**src/rtl/mmio_display_ctrl.sv**
```systemverilog
// Memory-mapped 4-digit seven-segment display controller (DATA/CTRL/STATUS registers).
// Define DISP_DECIMAL_EN to show DATA in decimal through a sequential double-dabble converter.
module mmio_display_ctrl #(
  parameter logic [31:0] BASE_ADDR   = 32'h0000_0100,
  parameter int          REFRESH_DIV = 50000
) (
  input  logic        CLK,
  input  logic        RST,
  input  logic        MemWrite,
  input  logic [31:0] ALUResult,
  input  logic [31:0] WriteData,
  output logic        MmioSel,
  output logic [31:0] MmioReadData,
  output logic [3:0]  an,
  output logic [6:0]  seg
);

  localparam logic [31:0] DATA_ADDR   = BASE_ADDR;
  localparam logic [31:0] CTRL_ADDR   = BASE_ADDR + 32'd4;
  localparam logic [31:0] STATUS_ADDR = BASE_ADDR + 32'd8;

  localparam int            PW         = (REFRESH_DIV > 2) ? $clog2(REFRESH_DIV) : 1;
  localparam logic [PW-1:0] PRESC_LAST = PW'(REFRESH_DIV - 1);

  // Address decode ignores the byte offset bits.
  logic hit_data;
  logic hit_ctrl;
  logic hit_status;
  logic data_we;
  logic ctrl_we;

  assign hit_data   = (ALUResult[31:2] == DATA_ADDR[31:2]);
  assign hit_ctrl   = (ALUResult[31:2] == CTRL_ADDR[31:2]);
  assign hit_status = (ALUResult[31:2] == STATUS_ADDR[31:2]);
  assign data_we    = MemWrite & hit_data;
  assign ctrl_we    = MemWrite & hit_ctrl;

  logic unused_bits;
  assign unused_bits = ^{WriteData[31:16], ALUResult[1:0]};

  logic [15:0]   data_q;
  logic          en_q;
  logic [7:0]    frames_q;
  logic [PW-1:0] presc_q;
  logic [1:0]    idx_q;
  logic [15:0]   disp_q;
  logic          busy;

  always_ff @(posedge CLK) begin
    if (RST) begin
      data_q <= 16'h0000;
      en_q   <= 1'b1;
    end else begin
      if (data_we) data_q <= WriteData[15:0];
      if (ctrl_we) en_q   <= WriteData[0];
    end
  end

  // Digit scan runs free of bus traffic and of the enable bit.
  always_ff @(posedge CLK) begin
    if (RST) begin
      presc_q  <= '0;
      idx_q    <= 2'd0;
      frames_q <= 8'h00;
    end else if (presc_q == PRESC_LAST) begin
      presc_q <= '0;
      idx_q   <= idx_q + 2'd1;
      if (idx_q == 2'd3) frames_q <= frames_q + 8'h01;
    end else begin
      presc_q <= presc_q + 1'b1;
    end
  end

`ifdef DISP_DECIMAL_EN
  typedef enum logic [1:0] {
    ST_IDLE  = 2'd0,
    ST_SHIFT = 2'd1,
    ST_LOAD  = 2'd2
  } conv_state_t;

  conv_state_t state;
  logic [15:0] bin_q;
  logic [15:0] bcd_q;
  logic [15:0] bcd_adj;
  logic [3:0]  cnt_q;
  logic [15:0] clamped;
  logic        busy_q;

  assign clamped = (WriteData[15:0] > 16'd9999) ? 16'd9999 : WriteData[15:0];

  // Add-3 correction applied to every BCD digit before each shift.
  always_comb begin
    bcd_adj = bcd_q;
    for (int i = 0; i < 4; i++) begin
      if (bcd_q[4*i +: 4] >= 4'd5) bcd_adj[4*i +: 4] = bcd_q[4*i +: 4] + 4'd3;
    end
  end

  // A new DATA write always restarts the conversion, even mid-flight.
  always_ff @(posedge CLK) begin
    if (RST) begin
      state  <= ST_IDLE;
      bin_q  <= 16'h0000;
      bcd_q  <= 16'h0000;
      cnt_q  <= 4'd0;
      disp_q <= 16'h0000;
      busy_q <= 1'b0;
    end else if (data_we) begin
      state  <= ST_SHIFT;
      bin_q  <= clamped;
      bcd_q  <= 16'h0000;
      cnt_q  <= 4'd0;
      busy_q <= 1'b1;
    end else begin
      case (state)
        ST_SHIFT: begin
          bcd_q <= {bcd_adj[14:0], bin_q[15]};
          bin_q <= {bin_q[14:0], 1'b0};
          cnt_q <= cnt_q + 4'd1;
          if (cnt_q == 4'd15) state <= ST_LOAD;
        end
        ST_LOAD: begin
          disp_q <= bcd_q;
          busy_q <= 1'b0;
          state  <= ST_IDLE;
        end
        default: state <= ST_IDLE;
      endcase
    end
  end

  assign busy = busy_q;
`else
  always_ff @(posedge CLK) begin
    if (RST)          disp_q <= 16'h0000;
    else if (data_we) disp_q <= WriteData[15:0];
  end

  assign busy = 1'b0;
`endif

  always_comb begin
    MmioSel      = hit_data | hit_ctrl | hit_status;
    MmioReadData = 32'h0000_0000;
    if (hit_data)        MmioReadData = {16'h0000, data_q};
    else if (hit_ctrl)   MmioReadData = {31'h0000_0000, en_q};
    else if (hit_status) MmioReadData = {16'h0000, frames_q, 7'h00, busy};
  end

  logic [3:0] nibble;

  always_comb begin
    case (idx_q)
      2'd0:    nibble = disp_q[3:0];
      2'd1:    nibble = disp_q[7:4];
      2'd2:    nibble = disp_q[11:8];
      default: nibble = disp_q[15:12];
    endcase
  end

  assign an = en_q ? ~(4'b0001 << idx_q) : 4'b1111;

  // Segment order {g,f,e,d,c,b,a}, active low.
  always_comb begin
    case (nibble)
      4'h0:    seg = 7'b1000000;
      4'h1:    seg = 7'b1111001;
      4'h2:    seg = 7'b0100100;
      4'h3:    seg = 7'b0110000;
      4'h4:    seg = 7'b0011001;
      4'h5:    seg = 7'b0010010;
      4'h6:    seg = 7'b0000010;
      4'h7:    seg = 7'b1111000;
      4'h8:    seg = 7'b0000000;
      4'h9:    seg = 7'b0010000;
      4'hA:    seg = 7'b0001000;
      4'hB:    seg = 7'b0000011;
      4'hC:    seg = 7'b1000110;
      4'hD:    seg = 7'b0100001;
      4'hE:    seg = 7'b0000110;
      default: seg = 7'b0001110;
    endcase
  end

endmodule

```
**config.mk**
```make
export PLATFORM = sky130hd
export DESIGN_NAME = mmio_display_ctrl
export DESIGN_NICKNAME = d
export VERILOG_FILES = /design/src/rtl/mmio_display_ctrl.sv
export SDC_FILE = /design/constraint.sdc
export NUM_CORES = 1
export LEC_CHECK = 0
export CORE_AREA = 5 5 85 87
export DETAILED_ROUTE_END_ITERATION = 6
export DIE_AREA = 0 0 90 92
export MAX_ROUTING_LAYER = met4
export PLACE_DENSITY = 0.78
export RECOVER_POWER = 50
export SLEW_MARGIN = 20
export SYNTH_ARGS = -nofsm -noshare
export SYNTH_HDL_FRONTEND = slang
export SYNTH_SLANG_ARGS = --single-unit
```
**constraint.sdc**
```tcl
create_clock -name CLK -period 2.67 [get_ports CLK]
set_input_delay 0.267 -clock CLK [delete_from_list [all_inputs] [get_ports CLK]]
set_output_delay 0.267 -clock CLK [all_outputs]
set_load 0.02 [all_outputs]
```
==> impl_metrics.sql, run 1 <==
INSERT INTO impl_metrics (metric_group, metric, value, unit) VALUES
('clock_network', 'clk_latency', '300', 'ps'),
('power', 'power_leakage', '1.472', 'nW'),
('worst_setup_path', 'worst-endpoint-required', '2400', 'ps'),
('logic_synthesis', 'post_synth_instance_area', '2744', 'um^2'),
('timing', 'max_freq', '371.0', 'MHz'),
('finish', 'final_common_cell', 'sky130_fd_sc_hd__clkdlybuf4s50_1', ''),
('worst_setup_path', 'critPathCaptureType', 'output pin', ''),
('timing', 'report.final.hold_viol_count', '0', ''),
('finish', 'final_cell_mix', 'sky130_fd_sc_hd__clkdlybuf4s50_1, sky130_fd_sc_hd__dfxtp_1, sky130_fd_sc_hd__buf_4, sky130_fd_sc_hd__nor2_1, sky130_fd_sc_hd__a21oi_1', ''),
('timing', 'timing_worst_slew_pin_value', '726.4', 'ps'),
('worst_setup_path', 'cp.arrival', '2430', 'ps'),
('grt', 'globalRoute.totalOverflow', '0', ''),
('finish', 'insertedDiodeCount', '0', ''),
('grt', 'grt_pass1_wl', '12660', 'um'),
('die', 'fp.dieW', '90', 'um'),
('timing', 'timing.final.crit_share', '1.009', ''),
('timing', 'min_period', '2695', 'ps'),
('logic_synthesis', 'synth-seq-cells', '43', ''),
('logic_synthesis', 'synth.yosys.seq_area_share', '0.3137', ''),
('clock_network', 'htree_num_levels', '2', ''),
('finish', 'fraction_of_final_layout_cells_sized_beyond_drive_strength_1', '0.1663', ''),
('power', 'worst_ir_drop_vdd', '0.3265', 'mV'),
('grt', 'grt_antenna_before_repair', '0', ''),
('route', 'detailedRoute.firstIterationViolations', '249', ''),
('route', 'routed_wl', '7727', 'um'),
('power', 'power_density', '342.2', 'nW/um^2'),
('die', 'initial_core_util', '0.4371', ''),
('finish', 'finish.utilization', '0.6073', ''),
('grt', 'met2_usage', '0.3152', ''),
('clock_network', 'post_cts_hold_buffer_count', '0', ''),
('logic_synthesis', 'synth.top_cell.area_share', '0.3137', ''),
('place', 'gp_congestion', '0.9098', ''),
('power', 'power', '1.305', 'mW'),
('worst_hold_path', 'min-delay-path-class', 'flip-flop to flip-flop', ''),
('finish', 'design.final.nets', '507', ''),
('worst_setup_path', 'type_of_element_launching_the_critical_path', 'flip-flop', ''),
('finish', 'synthToLayoutAreaGrowth', '38.94', '%'),
('timing', 'timing.final.setup_violations', '1', ''),
('route', 'route.antenna.remaining_nets', '0', ''),
('timing', 'fin_skew', '9.118', 'ps'),
('route', 'vias', '2695', ''),
('clock_network', 'clk_root_buffer_cell', 'sky130_fd_sc_hd__clkbuf_8', ''),
('die', 'placeableCoreArea', '6277', 'um^2'),
('logic_synthesis', 'synth.area.top_cells', 'sky130_fd_sc_hd__dfxtp_1, sky130_fd_sc_hd__mux2i_1, sky130_fd_sc_hd__ha_1', ''),
('place', 'buffer_ports.inserted', '76', ''),
('worst_setup_path', 'critPathKind', 'flip-flop to output pin', ''),
('worst_setup_path', 'path_max_fanout', '5', ''),
('finish', 'instances_no_fill', '504', ''),
('logic_synthesis', 'synth_cells', '331', ''),
('route', 'avgViaCountPerCell', '5.347', ''),
('die', 'rows', '29', ''),
('run', 'timing.max_cap.violations', '0', ''),
('timing', 'maxSlewHeadroom', '0.5143', ''),
('clock_network', 'cts_inserted_buffers', '5', ''),
('grt', 'grt_max_degree', '20', ''),
('clock_network', 'clkSlewWorstSetupHoldPaths', '80', 'ps'),
('timing', 'layout_setup_ws', '-25.09', 'ps'),
('logic_synthesis', 'syn-mean-instance-area', '8.290', 'um^2'),
('grt', 'top_usage_layer', 'met2', ''),
('logic_synthesis', 'ys_types', '44', ''),
('die', 'ios', '111', ''),
('grt', 'global_route.usage.total', '0.1863', ''),
('clock_network', 'tritoncts_num_sinks', '43', ''),
('place', 'post-place-cells', '490', ''),
('logic_synthesis', 'netlist.top_cell.by_area', 'sky130_fd_sc_hd__dfxtp_1', ''),
('grt', 'grtUsageMet3', '0.04337', ''),
('die', 'chipHeight', '92', 'um'),
('timing', 'timing_max_transition_violations_final', '0', ''),
('route', 'post_drt_wl_per_cell', '15.33', 'um'),
('route', 'drc', '0', ''),
('clock_network', 'max-clock-path-buffers', '2', ''),
('clock_network', 'cts_tree', 'built', ''),
('status', 'violations', 'negative setup slack', ''),
('timing', 'rsz0062_at_grt', 'yes', ''),
('route', 'number_of_detailed_route_iterations_in_the_first_pass', '5', ''),
('logic_synthesis', 'ys.warnings.count', '0', ''),
('place', 'dp_hpwl', '5778', 'um'),
('grt', 'groute.layer.met1.usage', '0.2199', ''),
('grt', 'via_count_of_the_first_global_routing_pass', '2666', ''),
('status', 'status', 'finished with violations', ''),
('die', 'die_area', '8280', 'um^2');
==> final timing paths <==
path	end	slack (ps)	startpoint	cells after the start
setup / recovery	seg[3]	-30	idx_q[0]	9
hold / removal	presc_q[0]	460	presc_q[0]	1
setup reg to reg	frames_q[7]	120	presc_q[0]	5
hold reg to reg	presc_q[0]	460	presc_q[0]	1
==> per-layer routing <==
metal | vias up | part of all wire
met1 | 1264 | 0.42
li1 | 1345 | -
met2 | 80 | 0.51
met4 | 0 | 0.012
met5 | - | 0
met3 | 6 | 0.055
==> where the power goes <==
group	leakage, nW	internal [mW]	switching (mW)
sequential	0.348	0.644	0.00404
clock	0.0612	0.303	0.222
combinational	1.06	0.0756	0.0560
==> worst max-delay path: stages (launching register included) <==
cell,delay [ps]
sky130_fd_sc_hd__dfxtp_2,330
sky130_fd_sc_hd__buf_4,150
sky130_fd_sc_hd__ha_4,180
sky130_fd_sc_hd__a222oi_1,380
sky130_fd_sc_hd__mux2i_2,210
sky130_fd_sc_hd__ha_1,370
sky130_fd_sc_hd__buf_4,140
sky130_fd_sc_hd__mux2i_1,130
sky130_fd_sc_hd__mux2i_1,80
sky130_fd_sc_hd__buf_4,160
==> cells in the mapped netlist (all sizes together) <==
cell     n
a21o     1
a21oi   26
a221o    1
a222oi   4
and2     9
and3     4
and3b    1
and4     4
and4bb   1
buf     25
clkbuf  10
conb     1
dfxtp   43
ha      14
inv     13
mux2     4
mux2i   20
nand2   11
nand2b   1
nand3   25
nand4   11
nor2    29
nor2b    1
nor3     1
nor3b    1
nor4    11
nor4b    2
o21ai   21
o22ai    3
o31ai    5
or2      2
or2b     1
or3      6
or4      5
xnor2    7
xor2     7
==> state kept, by name, indices dropped and copies added, names as in the netlist <==
name	count
disp_q	16
presc_q	16
frames_q	8
idx_q	2
en_q	1
==> what timing repair did <==
action / CTS / global route
gates resized for setup: 49 / 20
buffers inserted: 3 / 3
endpoints found under the setup margin: 24 / 16
pin swaps: 3 / 6
==> kinds of logic (layout without fill, tap and decap cells) <==
family,count (synthesis),in the layout,synth area share
other cells,1,16,0.001367
xor+xnor,14,14,0.04469
buf+inv,48,129,0.09530
mux,24,24,0.08937
flops,43,43,0.3137
simple gates,126,126,0.2645
compound gates,61,61,0.1272
fa+ha+maj,14,14,0.06384
==> final cells by class <==
class                      instances  area [um^2]
multi-input combinational        255         1744
clock buffer                       6        82.58
clock inverter                     2        35.03
fill                             539         2465
sequential                        43        863.3
timing repair buffer             108        942.2
inverter                          13        48.80
tap                               77        96.34
==> per-stage QoR <==
stage	hold WS, ps	setup TNS (ps)	cell area, um^2	setup slack [ps]
final	462.4	-25.09	3812	-25.09
after global routing	509.2	-256.2	3812	-93.67
after CTS	468.2	0	3775	0.8384
after detailed placement	450.2	-3695	3640	-222.4
after global placement	439.6	-3383	3640	-226.9
after floorplan	418.9	0	2800	271.5
Power figures use the tool's default switching activity.
==> run 2: changes to the inputs <==
CORE_AREA = 5 5 86 88   (was 5 5 85 87)
DIE_AREA = 0 0 91 93   (was 0 0 90 92)
PLACE_DENSITY = 0.76   (was 0.78)
==> run 2 against run 1 <==
  * Via count shrank 2.3%
  * Maximum frequency increased by 4.2%
  * Critical path type unchanged
  * Non-clock buffer count is the same
  * First-iteration DRC count shrank 5.2%
  * Setup slack gained 110 ps
  * The flow now finishes without violations
  * Sequential share of layout area decreased by 0.15 points
  * Combinational power hardly changed
  * Highest routed layer unchanged
  * Core utilization fell by 2.5 points
  * Die area is 2.2% higher
==> impl_metrics.sql, run 2 (synthesis results as in run 1) <==
INSERT INTO impl_metrics (metric_group, metric, value, unit) VALUES
('finish', 'final_common_cell', 'sky130_fd_sc_hd__clkdlybuf4s50_1', ''),
('place', 'buffer_ports.inserted', '76', ''),
('worst_setup_path', 'cp.arrival', '2320', 'ps'),
('die', 'fp.dieW', '91', 'um'),
('power', 'power_density', '342.8', 'nW/um^2'),
('timing', 'max_freq', '386.5', 'MHz'),
('finish', 'biggestRegsByFlops', 'disp_q: 16 flops, presc_q: 16 flops, frames_q: 8 flops', ''),
('power', 'netSwitchingFraction', '0.2171', ''),
('power', 'cell_internal_power_dissipation', '1.027', 'mW'),
('worst_setup_path', 'critPathLaunch', 'idx_q[1]', ''),
('clock_network', 'cts_inserted_buffers', '5', ''),
('grt', 'grt_max_degree', '24', ''),
('timing', 'timing_worst_slew_pin_value', '653.6', 'ps'),
('timing', 'timing_max_transition_violations_final', '0', ''),
('status', 'status', 'finished clean', ''),
('power', 'comb_power_share', '0.100', ''),
('clock_network', 'htree_num_levels', '2', ''),
('finish', 'fraction_of_final_layout_cells_sized_beyond_drive_strength_1', '0.1639', ''),
('timing', 'report.final.hold_viol_count', '0', ''),
('worst_hold_path', 'min-delay-path-class', 'flip-flop to flip-flop', ''),
('finish', 'finish.instance_area', '3826', 'um^2'),
('power', 'worst_ir_drop_vdd', '0.4648', 'mV'),
('clock_network', 'tritoncts_num_sinks', '43', ''),
('timing', 'fin_tns_setup', '0', 'ps'),
('grt', 'grt_pass1_wl', '12480', 'um'),
('die', 'rows', '30', ''),
('worst_setup_path', 'crit_path_end', 'seg[0]', ''),
('route', 'route.antenna.remaining_nets', '0', ''),
('timing', 'fin_skew', '4.949', 'ps'),
('route', 'vias', '2632', ''),
('worst_setup_path', 'path_max_fanout', '4', ''),
('worst_setup_path', 'worst-endpoint-required', '2400', 'ps'),
('die', 'ios', '111', ''),
('clock_network', 'max-clock-path-buffers', '2', ''),
('finish', 'final_cell_mix', 'sky130_fd_sc_hd__clkdlybuf4s50_1, sky130_fd_sc_hd__dfxtp_1, sky130_fd_sc_hd__buf_4, sky130_fd_sc_hd__nor2_1, sky130_fd_sc_hd__a21oi_1', ''),
('run', 'timing.max_cap.violations', '0', ''),
('finish', 'design.final.nets', '507', ''),
('clock_network', 'clk_latency', '290', 'ps'),
('grt', 'grt_antenna_before_repair', '0', ''),
('timing', 'maxSlewHeadroom', '0.5630', ''),
('route', 'detailedRoute.firstIterationViolations', '236', ''),
('die', 'die_area', '8463', 'um^2'),
('grt', 'via_count_of_the_first_global_routing_pass', '2550', ''),
('grt', 'global_route.usage.total', '0.1795', ''),
('timing', 'min_period', '2587', 'ps'),
('timing', 'timing.final.crit_share', '0.9690', ''),
('place', 'dp_hpwl', '5669', 'um'),
('clock_network', 'clkSlewWorstSetupHoldPaths', '80', 'ps'),
('clock_network', 'clk_root_buffer_cell', 'sky130_fd_sc_hd__clkbuf_8', ''),
('power', 'p_sw', '0.2848', 'mW'),
('worst_setup_path', 'critPathKind', 'flip-flop to output pin', ''),
('place', 'place_area', '3643', 'um^2'),
('die', 'placeableCoreArea', '6569', 'um^2'),
('worst_setup_path', 'critPathCaptureType', 'output pin', ''),
('power', 'power_leakage', '1.496', 'nW'),
('power', 'pwr-share-clk', '0.406', ''),
('route', 'drc', '0', ''),
('worst_setup_path', 'type_of_element_launching_the_critical_path', 'flip-flop', ''),
('timing', 'timing.hold.ws', '471.3', 'ps'),
('timing', 'timing.final.setup_violations', '0', ''),
('route', 'post_drt_wl_per_cell', '14.66', 'um'),
('power', 'seq_power_share', '0.494', ''),
('die', 'chipHeight', '93', 'um'),
('place', 'dp_worst_setup_slack', '-232.9', 'ps'),
('worst_setup_path', 'critical_path.reg2reg.endpoint', 'frames_q[7]', ''),
('die', 'initial_core_util', '0.4177', ''),
('finish', 'insertedDiodeCount', '0', ''),
('place', 'gp_congestion', '0.8865', ''),
('worst_setup_path', 'rr_startpoint', 'presc_q[0]', ''),
('worst_setup_path', 'timing.reg2reg.setup_slack', '190', 'ps'),
('worst_setup_path', 'worst-r2r-cell-count', '5', ''),
('grt', 'globalRoute.totalOverflow', '0', ''),
('route', 'avgViaCountPerCell', '5.191', ''),
('timing', 'layout_setup_ws', '82.89', 'ps'),
('clock_network', 'cts_tree', 'built', ''),
('route', 'routed_wl', '7432', 'um'),
('finish', 'fillerInstances', '588', ''),
('route', 'number_of_detailed_route_iterations_in_the_first_pass', '4', ''),
('finish', 'synthToLayoutAreaGrowth', '39.44', '%');
run 2: critical path, cell delays in order (launching register included):
cell and delay [ps]:
sky130_fd_sc_hd__dfxtp_1 350, sky130_fd_sc_hd__buf_4 150, sky130_fd_sc_hd__ha_2 240, sky130_fd_sc_hd__mux2_4 320, sky130_fd_sc_hd__buf_4 140, sky130_fd_sc_hd__buf_4 130
sky130_fd_sc_hd__ha_1 220, sky130_fd_sc_hd__a221o_1 310, sky130_fd_sc_hd__buf_2 160
run 2: power by group through the flow:
stage | Clock [mW] | Sequential [mW] | Combinational, mW
2_1_floorplan | 0 | 0.663 | 0.0640
3_3_place_gp | 0 | 0.663 | 0.124
3_5_place_dp | 0 | 0.663 | 0.126
4_1_cts | 0.544 | 0.648 | 0.130
5_1_grt | 0.568 | 0.649 | 0.140
6_report | 0.533 | 0.648 | 0.131
run 2: layout make-up:
cell class              count  area [um^2]  area share
clock buffers               6        82.58     0.02158
clock inverters             2        38.79     0.01014
inverters                  13        48.80     0.01275
multi-input cells         255         1745      0.4562
flip-flops and latches     43        860.8      0.2250
well taps                  80        100.1     0.02616
repair buffers            108        949.7      0.2482
run 2: worst min path at each step:
stage | startpoint | endpoint | slack (ps) | cells past startpoint
6_report | presc_q[0] | presc_q[0] | 470 | 1
5_1_grt | presc_q[0] | presc_q[0] | 520 | 1
4_1_cts | presc_q[0] | presc_q[0] | 470 | 1
3_5_place_dp | presc_q[0] | presc_q[0] | 450 | 1
3_3_place_gp | presc_q[0] | presc_q[0] | 440 | 1
2_1_floorplan | WriteData[0] | disp_q[0] | 420 | 2
run 2: through the flow:
stage	power, mW	instances	utilization
2_1_floorplan	0.7267	346	-
3_3_place_gp	0.7874	493	0.5547
3_5_place_dp	0.7893	493	0.5547
4_1_cts	1.323	505	0.5857
5_1_grt	1.357	507	0.5825
6_report	1.312	507	0.5825
run 2: timing repair:
action / CTS / global route
endpoints found under the setup margin: 24 / 8
hold endpoints to repair: 0 / 0
gates resized for setup: 53 / 14
hold buffers: 0 / 0
setup buffers: 4 / 2
pin swaps: 5 / 3
run 2: metal layers:
metal / track usage / wire length (um) / up-vias
met5: - / 0 / -
met4: 0.03790 / 85 / 0
met3: 0.03298 / 335 / 10
met2: 0.2921 / 3644 / 74
met1: 0.2348 / 3367 / 1194
li1: - / - / 1354
